--- src/rtl/fir_sample_serializer.sv ---
// fir_sample_serializer
// Takes signed parallel samples from the FIR output over a valid/ready
// handshake. Each sample goes out MSB-first on a left-justified three-wire
// serial link (sclk, lrclk, sdata): once on the left channel, then again on
// the right. A one-deep holding register lets frames follow each other with
// no gap.
//
// Handshake: a transfer happens on a rising CLK edge when in_valid && in_ready.
// in_ready is simply !hold_full, so a sample offered while a frame is running
// is parked in the holding register. A sample offered while the block is idle,
// or on the very last cycle of a frame, goes straight into the shift register.
module fir_sample_serializer #(
  parameter int WL      = 9,
  parameter int CLK_DIV = 4
) (
  input  logic          CLK,
  input  logic          RST,
  input  logic          in_valid,
  output logic          in_ready,
  input  logic [WL-1:0] in_data,
  output logic          sclk,
  output logic          lrclk,
  output logic          sdata,
  output logic          busy,
  output logic [1:0]    dbg_state
);

  localparam int BW = (WL > 1) ? $clog2(WL) : 1;
  localparam int DW = (CLK_DIV > 1) ? $clog2(CLK_DIV) : 1;

  localparam logic [BW-1:0] BIT_MAX  = BW'(WL - 1);
  localparam logic [DW-1:0] DIV_MAX  = DW'(CLK_DIV - 1);
  localparam logic [DW-1:0] DIV_HALF = DW'(CLK_DIV / 2);

  typedef enum logic [1:0] {
    S_IDLE  = 2'd0,
    S_LEFT  = 2'd1,
    S_RIGHT = 2'd2
  } state_t;

  state_t        state_q, state_d;
  logic [DW-1:0] div_q, div_d;
  logic [BW-1:0] bit_q, bit_d;
  logic [WL-1:0] sh_q, sh_d;
  logic [WL-1:0] hold_q, hold_d;
  logic          hold_full_q, hold_full_d;
  logic          sclk_q, sclk_d;
  logic          lrclk_q, lrclk_d;
  logic          sdata_q, sdata_d;
  logic          busy_q, busy_d;

  logic          transfer;
  logic          load_pt;
  logic          start;
  logic [BW-1:0] bit_idx;

  assign in_ready  = !hold_full_q;
  assign transfer  = in_valid && !hold_full_q;
  // A new frame may start while idle, or on the edge that ends the final
  // cycle of the right channel, so back-to-back frames share no cycle.
  assign load_pt   = (state_q == S_IDLE) ||
                     ((state_q == S_RIGHT) && (bit_q == BIT_MAX) && (div_q == DIV_MAX));

  assign sclk      = sclk_q;
  assign lrclk     = lrclk_q;
  assign sdata     = sdata_q;
  assign busy      = busy_q;
  assign dbg_state = state_q;

  // Next-state: load/hold decisions, bit timing counters, and the output
  // values for the coming cycle (outputs are registered from these).
  always_comb begin
    state_d     = state_q;
    div_d       = div_q;
    bit_d       = bit_q;
    sh_d        = sh_q;
    hold_d      = hold_q;
    hold_full_d = hold_full_q;
    start       = 1'b0;

    if (load_pt) begin
      if (hold_full_q) begin
        sh_d        = hold_q;
        hold_full_d = 1'b0;
        start       = 1'b1;
      end else if (transfer) begin
        sh_d  = in_data;
        start = 1'b1;
      end
      div_d   = '0;
      bit_d   = '0;
      state_d = start ? S_LEFT : S_IDLE;
    end else begin
      if (transfer) begin
        hold_d      = in_data;
        hold_full_d = 1'b1;
      end
      if (div_q == DIV_MAX) begin
        div_d = '0;
        if (bit_q == BIT_MAX) begin
          bit_d   = '0;
          state_d = S_RIGHT;
        end else begin
          bit_d = bit_q + BW'(1);
        end
      end else begin
        div_d = div_q + DW'(1);
      end
    end

    bit_idx = BIT_MAX - bit_d;
    busy_d  = (state_d != S_IDLE);
    sclk_d  = busy_d && (div_d >= DIV_HALF);
    lrclk_d = (state_d == S_RIGHT);
    sdata_d = busy_d && sh_d[bit_idx];
  end

  // State, storage and registered outputs; reset discards any queued sample.
  always_ff @(posedge CLK or posedge RST) begin
    if (RST) begin
      state_q     <= S_IDLE;
      div_q       <= '0;
      bit_q       <= '0;
      sh_q        <= '0;
      hold_q      <= '0;
      hold_full_q <= 1'b0;
      sclk_q      <= 1'b0;
      lrclk_q     <= 1'b0;
      sdata_q     <= 1'b0;
      busy_q      <= 1'b0;
    end else begin
      state_q     <= state_d;
      div_q       <= div_d;
      bit_q       <= bit_d;
      sh_q        <= sh_d;
      hold_q      <= hold_d;
      hold_full_q <= hold_full_d;
      sclk_q      <= sclk_d;
      lrclk_q     <= lrclk_d;
      sdata_q     <= sdata_d;
      busy_q      <= busy_d;
    end
  end

endmodule

--- config.mk ---
export PLATFORM = sky130hd
export DESIGN_NAME = fir_sample_serializer
export DESIGN_NICKNAME = d
export VERILOG_FILES = /design/src/rtl/fir_sample_serializer.sv
export SDC_FILE = /design/constraint.sdc
export NUM_CORES = 1
export LEC_CHECK = 0
export CAP_MARGIN = 20
export CORE_AREA = 2 2 61 63
export CTS_CLUSTER_DIAMETER = 120
export CTS_CLUSTER_SIZE = 20
export DETAILED_ROUTE_END_ITERATION = 10
export DIE_AREA = 0 0 63 65
export PLACE_DENSITY_LB_ADDON = 0.1
export SETUP_SLACK_MARGIN = 0.2
export SLEW_MARGIN = 5
export SYNTH_ARGS = -nofsm -noshare
export SYNTH_HDL_FRONTEND = slang
export SYNTH_SLANG_ARGS = --single-unit
--- constraint.sdc ---
create_clock -name CLK -period 2.7 [get_ports CLK]
set_input_delay 0.54 -clock CLK [delete_from_list [all_inputs] [get_ports CLK]]
set_output_delay 0.54 -clock CLK [all_outputs]
set_load 0.02 [all_outputs]
==> results.json, run 1 <==
{
  "outcome": "finished, final reports clean",
  "synth_top_area_cell": "dfrtp_1",
  "clk_pin_slew_ns": 0.09,
  "portBuffers": 18,
  "grt_max_degree": 32,
  "ys_seq_elements": 31,
  "drc": 0,
  "relSlewSlack": 0.6821,
  "cts_inserted_buffers": 5,
  "clk_latency_ns": 0.33,
  "maxCapViolCount": 0,
  "syn_inst": 149,
  "synth_flop_cell": "dfrtp_1",
  "finalWirelength_mm": 3.571,
  "drive_gt1_frac": 0.2386,
  "hold_path_class": "reg2reg",
  "worstSetupEndpoint": "sdata",
  "met1_usage": 0.2469,
  "vias_per_cell": 5.661,
  "timing.rr.end": "sdata",
  "track_usage": 0.1989,
  "period_share": 0.8694,
  "max_slew.worst_pin.slew_ns": 0.4764,
  "async_reset_ff_frac": 1.000,
  "grt_pass1_wl_mm": 6.120,
  "antenna_cells": 0,
  "worstPathRequired_ns": 2.92,
  "ys_warn_count": 0,
  "finalWorstSetupSlack_ns": 0.3527,
  "crit_path_end_kind": "flop",
  "rsz0062_at_grt": "no",
  "ys_seq_area_frac": 0.4766,
  "critPathKind": "reg2reg",
  "clockBufferDepth": 2,
  "synth_edf_count": 0,
  "drtIter0Drc": 68,
  "maxSlewViolCount": 0,
  "synth_area_mm2": 0.001628,
  "skew_ns": 0.003478,
  "crit_fanout": 5,
  "cts.sinks": 31,
  "cp-start-kind": "flop",
  "ioPinCount": 19,
  "cp.arrival_ns": 2.56,
  "r2r-start": "bit_q[1]",
  "postSynthAreaPerCell_um2": 10.92,
  "tns_ns": 0,
  "synth_top_area_frac": 0.4766,
  "grt_overflow": 0,
  "cts_tree": "built",
  "post_drt_wl_per_cell_um": 15.94,
  "rows": 22,
  "ant_nets": 0,
  "fin_crit_ns": 2.347,
  "vias": 1268,
  "hold_viol": 0,
  "core_area_mm2": 0.003496,
  "finalSetupViolations": 0,
  "synthesis.nets": 165,
  "cts_root_buf": "clkbuf_4",
  "grt_use_met2": 0.3191,
  "initial_core_util": 0.4656,
  "pre_cts_slack_ns": 0.04277,
  "max_freq_mhz": 426.0,
  "r2r_slack_ns": 0.35,
  "synthTopCellsByArea": "dfrtp_1 48%, mux2_2 6.2%, ha_1 3.1%",
  "die_h_um": 65,
  "p_leak_nw": 0.8934,
  "pwr_density_cell_mw_per_mm2": 1077,
  "synth_cell_type_count": 45,
  "die_w_um": 63,
  "layout.nets": 192,
  "grt_busiest_layer": "met2",
  "place.gp.congestion": 0.9378,
  "crit_start": "bit_q[1]",
  "first_pass_iters": 4,
  "rr_worst_depth": 10,
  "hpwl_mm": 2.487,
  "hold_buffers": 0,
  "area_growth_pct": 22.60,
  "vdd_ir_drop_max_mv": 0.4996,
  "grt_pass1_vias": 1267,
  "htree_levels": 2,
  "grtUsageMet3": 0.05903,
  "postLayoutCoreUtil": 0.5709,
  "dieArea_mm2": 0.004095,
  "antenna_found_initial": 0
}
==> routing by layer <==
layer | wire, µm | up-vias
met5 | 0 | -
met4 | 38 | 0
met3 | 156 | 4
met2 | 1785 | 29
met1 | 1591 | 638
li1 | - | 597
==> report_power, final <==
part           internal, mW  leakage, nW  total (mW)  switching [mW]
sequential            0.667        0.366       0.826           0.159
combinational         0.555        0.493        1.05           0.492
clock                 0.120       0.0341       0.276           0.156
==> state kept, by name, summed over array words and instances (netlist names) <==
| signal | flops |
|---|---|
| bit_q | 4 |
| busy | 1 |
| dbg_state | 2 |
| div_q | 2 |
| hold_full_q | 1 |
| hold_q | 9 |
| lrclk | 1 |
| sclk | 1 |
| sdata | 1 |
| sh_q | 9 |
==> timing repair <==
| item | CTS | global route |
|---|---|---|
| buffers inserted | 2 | 2 |
| endpoints found under the setup margin | 1 | 1 |
| gates resized for setup | 1 | 8 |
| gates cloned | 0 | 0 |
| pin swaps | 0 | 5 |
==> synthesized netlist by cell type, types with 2 or more instances <==
| cell type | number |
|---|---|
| o22ai_1 | 3 |
| a31oi_1 | 2 |
| nor3_1 | 2 |
| o221ai_1 | 2 |
| o21a_1 | 4 |
| mux2_2 | 9 |
| a22oi_1 | 4 |
| ha_1 | 4 |
| and3_1 | 4 |
| nor2_1 | 9 |
| nand3b_1 | 2 |
| xor2_1 | 2 |
| o211a_1 | 2 |
| and3b_1 | 2 |
| nand2b_1 | 4 |
| dfrtp_1 | 31 |
| nor2b_1 | 2 |
| nand4_1 | 2 |
| o21ai_0 | 10 |
| a21oi_1 | 7 |
| inv_1 | 10 |
| buf_6 | 2 |
| a211o_1 | 2 |
| nand2_1 | 4 |
| mux2i_1 | 2 |
| clkbuf_1 | 3 |
==> how the worst min path moves through the flow <==
| stage | startpoint | end | cells after the start |
|---|---|---|---|
| 2_1_floorplan | div_q[0] | div_q[0] | 1 |
| 4_1_cts | div_q[0] | div_q[0] | 1 |
| 3_5_place_dp | div_q[0] | div_q[0] | 1 |
| 6_report | hold_q[8] | hold_q[8] | 1 |
| 3_3_place_gp | div_q[0] | div_q[0] | 1 |
| 5_1_grt | div_q[0] | div_q[0] | 1 |
==> per-stage QoR <==
stage          std cells  hold slack, ns  power, mW  instance area [µm²]
6_report             224          0.5141      2.149                 1996
3_3_place_gp         213          0.4252      1.738                 1877
5_1_grt              224          0.5285      2.335                 1996
2_1_floorplan        149          0.4146      1.547                 1645
3_5_place_dp         213          0.4340      1.787                 1877
4_1_cts              222          0.4471      2.094                 1952
==> worst max-delay path: stages, from the launching register on <==
cell and delay, ns:
dfrtp_1 0.40, inv_1 0.06, ha_2 0.19, and3b_2 0.24, o21ai_4 0.15, o21a_1 0.17
inv_2 0.05, ha_4 0.29, mux4_2 0.50, nand3b_1 0.10, nand3b_1 0.07
==> cell families after synthesis <==
family | after synthesis | synth area share
xor gates and xnor gates | 2 | 0.01076
AOI/OAI and AO/OA | 47 | 0.2137
muxes | 12 | 0.08839
and+or+nand+nor | 35 | 0.1276
DFF | 31 | 0.4766
adders and majority gates | 4 | 0.03075
buffers and inverters | 18 | 0.05226
==> area by class of cell <==
cell class | count | area [µm²]
Inverter | 11 | 41.29
Fill cell | 313 | 1500
Timing Repair Buffer | 27 | 247.7
Sequential cell | 31 | 775.7
Tap cell | 48 | 60.06
Clock buffer | 6 | 51.30
Multi-Input combinational cell | 100 | 814.5
Clock inverter | 1 | 5.005
==> placed cells by master (no fill, tap or decap), types with 2 or more instances in the layout <==
cell type,count
a22oi_1,4
nand2_1,4
inv_2,2
xor2_1,2
dfrtp_1,31
clkdlybuf4s50_1,18
a21oi_1,7
a31oi_1,2
nor2b_1,2
o221ai_1,2
buf_4,9
nor2_1,9
o211a_1,2
nand4_1,2
nand2b_1,4
a211o_1,2
nand3b_1,2
mux2i_1,2
o21ai_0,8
clkbuf_4,5
inv_1,9
mux2_2,9
o22ai_1,3
o21a_1,4
ha_4,2
and3_1,4
o21ai_1,2
(Power assumes the default switching activity.)
==> run 2: changes to the inputs <==
--- a/config.mk
+++ b/config.mk
@@ -6,11 +6,11 @@
 export NUM_CORES = 1
 export LEC_CHECK = 0
 export CAP_MARGIN = 20
-export CORE_AREA = 2 2 61 63
+export CORE_AREA = 2 2 44 87
 export CTS_CLUSTER_DIAMETER = 120
 export CTS_CLUSTER_SIZE = 20
 export DETAILED_ROUTE_END_ITERATION = 10
-export DIE_AREA = 0 0 63 65
+export DIE_AREA = 0 0 46 89
 export PLACE_DENSITY_LB_ADDON = 0.1
 export SETUP_SLACK_MARGIN = 0.2
 export SLEW_MARGIN = 5
==> run 2 against run 1 <==
  * Via count fell by 0.39%
  * Global-route usage grew 1.3 points
  * Clock power grew 28%
  * Clock-buffer cell count is the same
  * Cell count is 6.3% lower
  * Sequential power is essentially flat
  * Combinational power decreased by 4%
  * Critical path depth up 3
  * Clock skew is 0.0012 ns higher
  * First-iteration DRC count decreased by 62%
  * Utilization grew 1.8 points
  * Flip-flop and latch count stayed put
  * Largest power group unchanged
==> results.json, run 2 (same netlist as run 1, synthesis figures left out) <==
{
  "sequentialPowerShare": 0.377,
  "critPathKind": "reg2reg",
  "clockPowerShare": 0.162,
  "p_comb_frac": 0.461,
  "initial_core_util": 0.4819,
  "ioPinCount": 19,
  "grt_max_degree": 32,
  "pre_cts_slack_ns": 0.08733,
  "holdPathEnd": "div_q[0]",
  "clk_latency_ns": 0.28,
  "maxCapViolCount": 0,
  "cp-start-kind": "flop",
  "place.gp.congestion": 0.8543,
  "drc": 0,
  "finalSetupViolations": 0,
  "antenna_found_initial": 0,
  "core_area_mm2": 0.003378,
  "grt_overflow": 0,
  "rsz0062_at_grt": "no",
  "tns_ns": 0,
  "crit_top_cell": "inv_1",
  "p_sw_frac": 0.3638,
  "drive_gt1_frac": 0.2303,
  "hold-path-cell-count": 1,
  "vdd_ir_drop_max_mv": 0.6001,
  "hpwl_mm": 2.618,
  "track_usage": 0.2122,
  "cts_inserted_buffers": 5,
  "grt_pass1_wl_mm": 6.127,
  "portBuffers": 18,
  "cp_num_buf_inv": 3,
  "crit_fanout": 5,
  "finalWorstSetupSlack_ns": 0.3847,
  "finalWirelength_mm": 3.562,
  "clockBufferDepth": 2,
  "htree_levels": 2,
  "outcome": "finished, final reports clean",
  "period_share": 0.8575,
  "crit_path_end_kind": "flop",
  "hold_path_class": "reg2reg",
  "reg_top3": "hold_q (9), sh_q (9), bit_q (4)",
  "vias_per_cell": 6.014,
  "power.internal_mw": 1.392,
  "vias": 1263,
  "max_slew.worst_pin.slew_ns": 0.4933,
  "post_drt_wl_per_cell_um": 16.96,
  "cp.arrival_ns": 2.48,
  "ant_nets": 0,
  "max_stage_delay_ns": 0.39,
  "relSlewSlack": 0.6708,
  "cts_root_buf": "clkbuf_8",
  "antenna_cells": 0,
  "drtIter0Drc": 26,
  "die_w_um": 46,
  "r2r-start": "bit_q[1]",
  "clk_pin_slew_ns": 0.07,
  "min_from": "div_q[0]",
  "max_freq_mhz": 431.9,
  "mostFrequentLayoutCells": "31 x dfrtp_1, 18 x clkdlybuf4s50_1, 10 x inv_1, 10 x buf_4",
  "rr_worst_depth": 13,
  "maxSlewViolCount": 0,
  "cpMaxStageDelayCell": "dfrtp_1",
  "die_h_um": 89,
  "r2r_slack_ns": 0.38,
  "crit_chain": "inv_1 > ha_2 > and3b_2 > o21ai_2 > o21a_1 > inv_1 > ha_4 > inv_1 > o21ai_0 > a21oi_1 > o21ai_1 > a2111oi_2 > nand3b_1",
  "cts_tree": "built",
  "pwr_density_cell_mw_per_mm2": 1100,
  "path_delay_family": "compound AO/OA/AOI/OAI gates",
  "first_pass_iters": 4,
  "power_switching_mw": 0.7959,
  "skew_ns": 0.004696,
  "worstPathRequired_ns": 2.87,
  "fill_cells": 311,
  "layout.nets": 193,
  "timing.rr.end": "sdata",
  "area_growth_pct": 22.21,
  "dieArea_mm2": 0.004094,
  "grt_pass1_vias": 1320,
  "final_common_cell": "dfrtp_1",
  "hold_buffers": 0,
  "fin_crit_ns": 2.315,
  "cts.sinks": 31,
  "hold_viol": 0,
  "rows": 30,
  "p_leak_nw": 0.9034
}
## run 2: final cells by class
type | count | area (µm²) | share of cell area
clock buffers | 6 | 72.57 | 0.03648
clock inverters | 2 | 12.51 | 0.006289
inverters | 11 | 41.29 | 0.02075
multi-input cells | 100 | 792.0 | 0.3981
flip-flops and latches | 31 | 775.7 | 0.3899
well taps | 32 | 40.04 | 0.02013
repair buffers | 28 | 255.2 | 0.1283
## run 2: timing repair
action / CTS / global route
pin swaps: 0 / 4
setup endpoints to repair: 1 / 1
resized for setup: 1 / 3
setup buffers: 2 / 3
## run 2: worst max-delay path by stage
stage / from / end / slack [ns] / cells past startpoint
floorplan: div_q[0] / sdata / 0.20 / 11
global placement: bit_q[0] / sdata / 0.22 / 13
detailed placement: bit_q[0] / sdata / 0.09 / 13
CTS: bit_q[1] / sdata / 0.24 / 13
global route: bit_q[1] / sdata / 0.24 / 13
finish: bit_q[1] / sdata / 0.38 / 13
## run 2: per-stage QoR
step           instance area (µm²)  hold WS, ns  instances  total power, mW    util
6_report                      1989       0.4555        210            2.188  0.5889
5_1_grt                       1989       0.4779        210            2.363  0.5889
4_1_cts                       1961       0.4553        207            2.176  0.5804
3_5_place_dp                  1857       0.4467        197            1.786  0.5496
3_3_place_gp                  1857       0.4358        197            1.748  0.5496
2_1_floorplan                 1645       0.4146        149            1.547       -
## run 2: power by group through the flow
| stage | combinational (mW) | clock [mW] | sequential (mW) |
|---|---|---|---|
| floorplan | 0.744 | 0 | 0.803 |
| global placement | 0.918 | 0 | 0.830 |
| detailed placement | 0.949 | 0 | 0.837 |
| CTS | 0.989 | 0.362 | 0.824 |
| global route | 1.13 | 0.379 | 0.854 |
| finish | 1.01 | 0.354 | 0.825 |
## run 2: per-layer routing
layer,track usage,share of wire,vias to the layer above
met5,0,0,-
met4,0.1299,0.042,0
met3,0.04444,0.038,11
met2,0.3624,0.55,36
met1,0.2261,0.37,613
li1,-,-,603
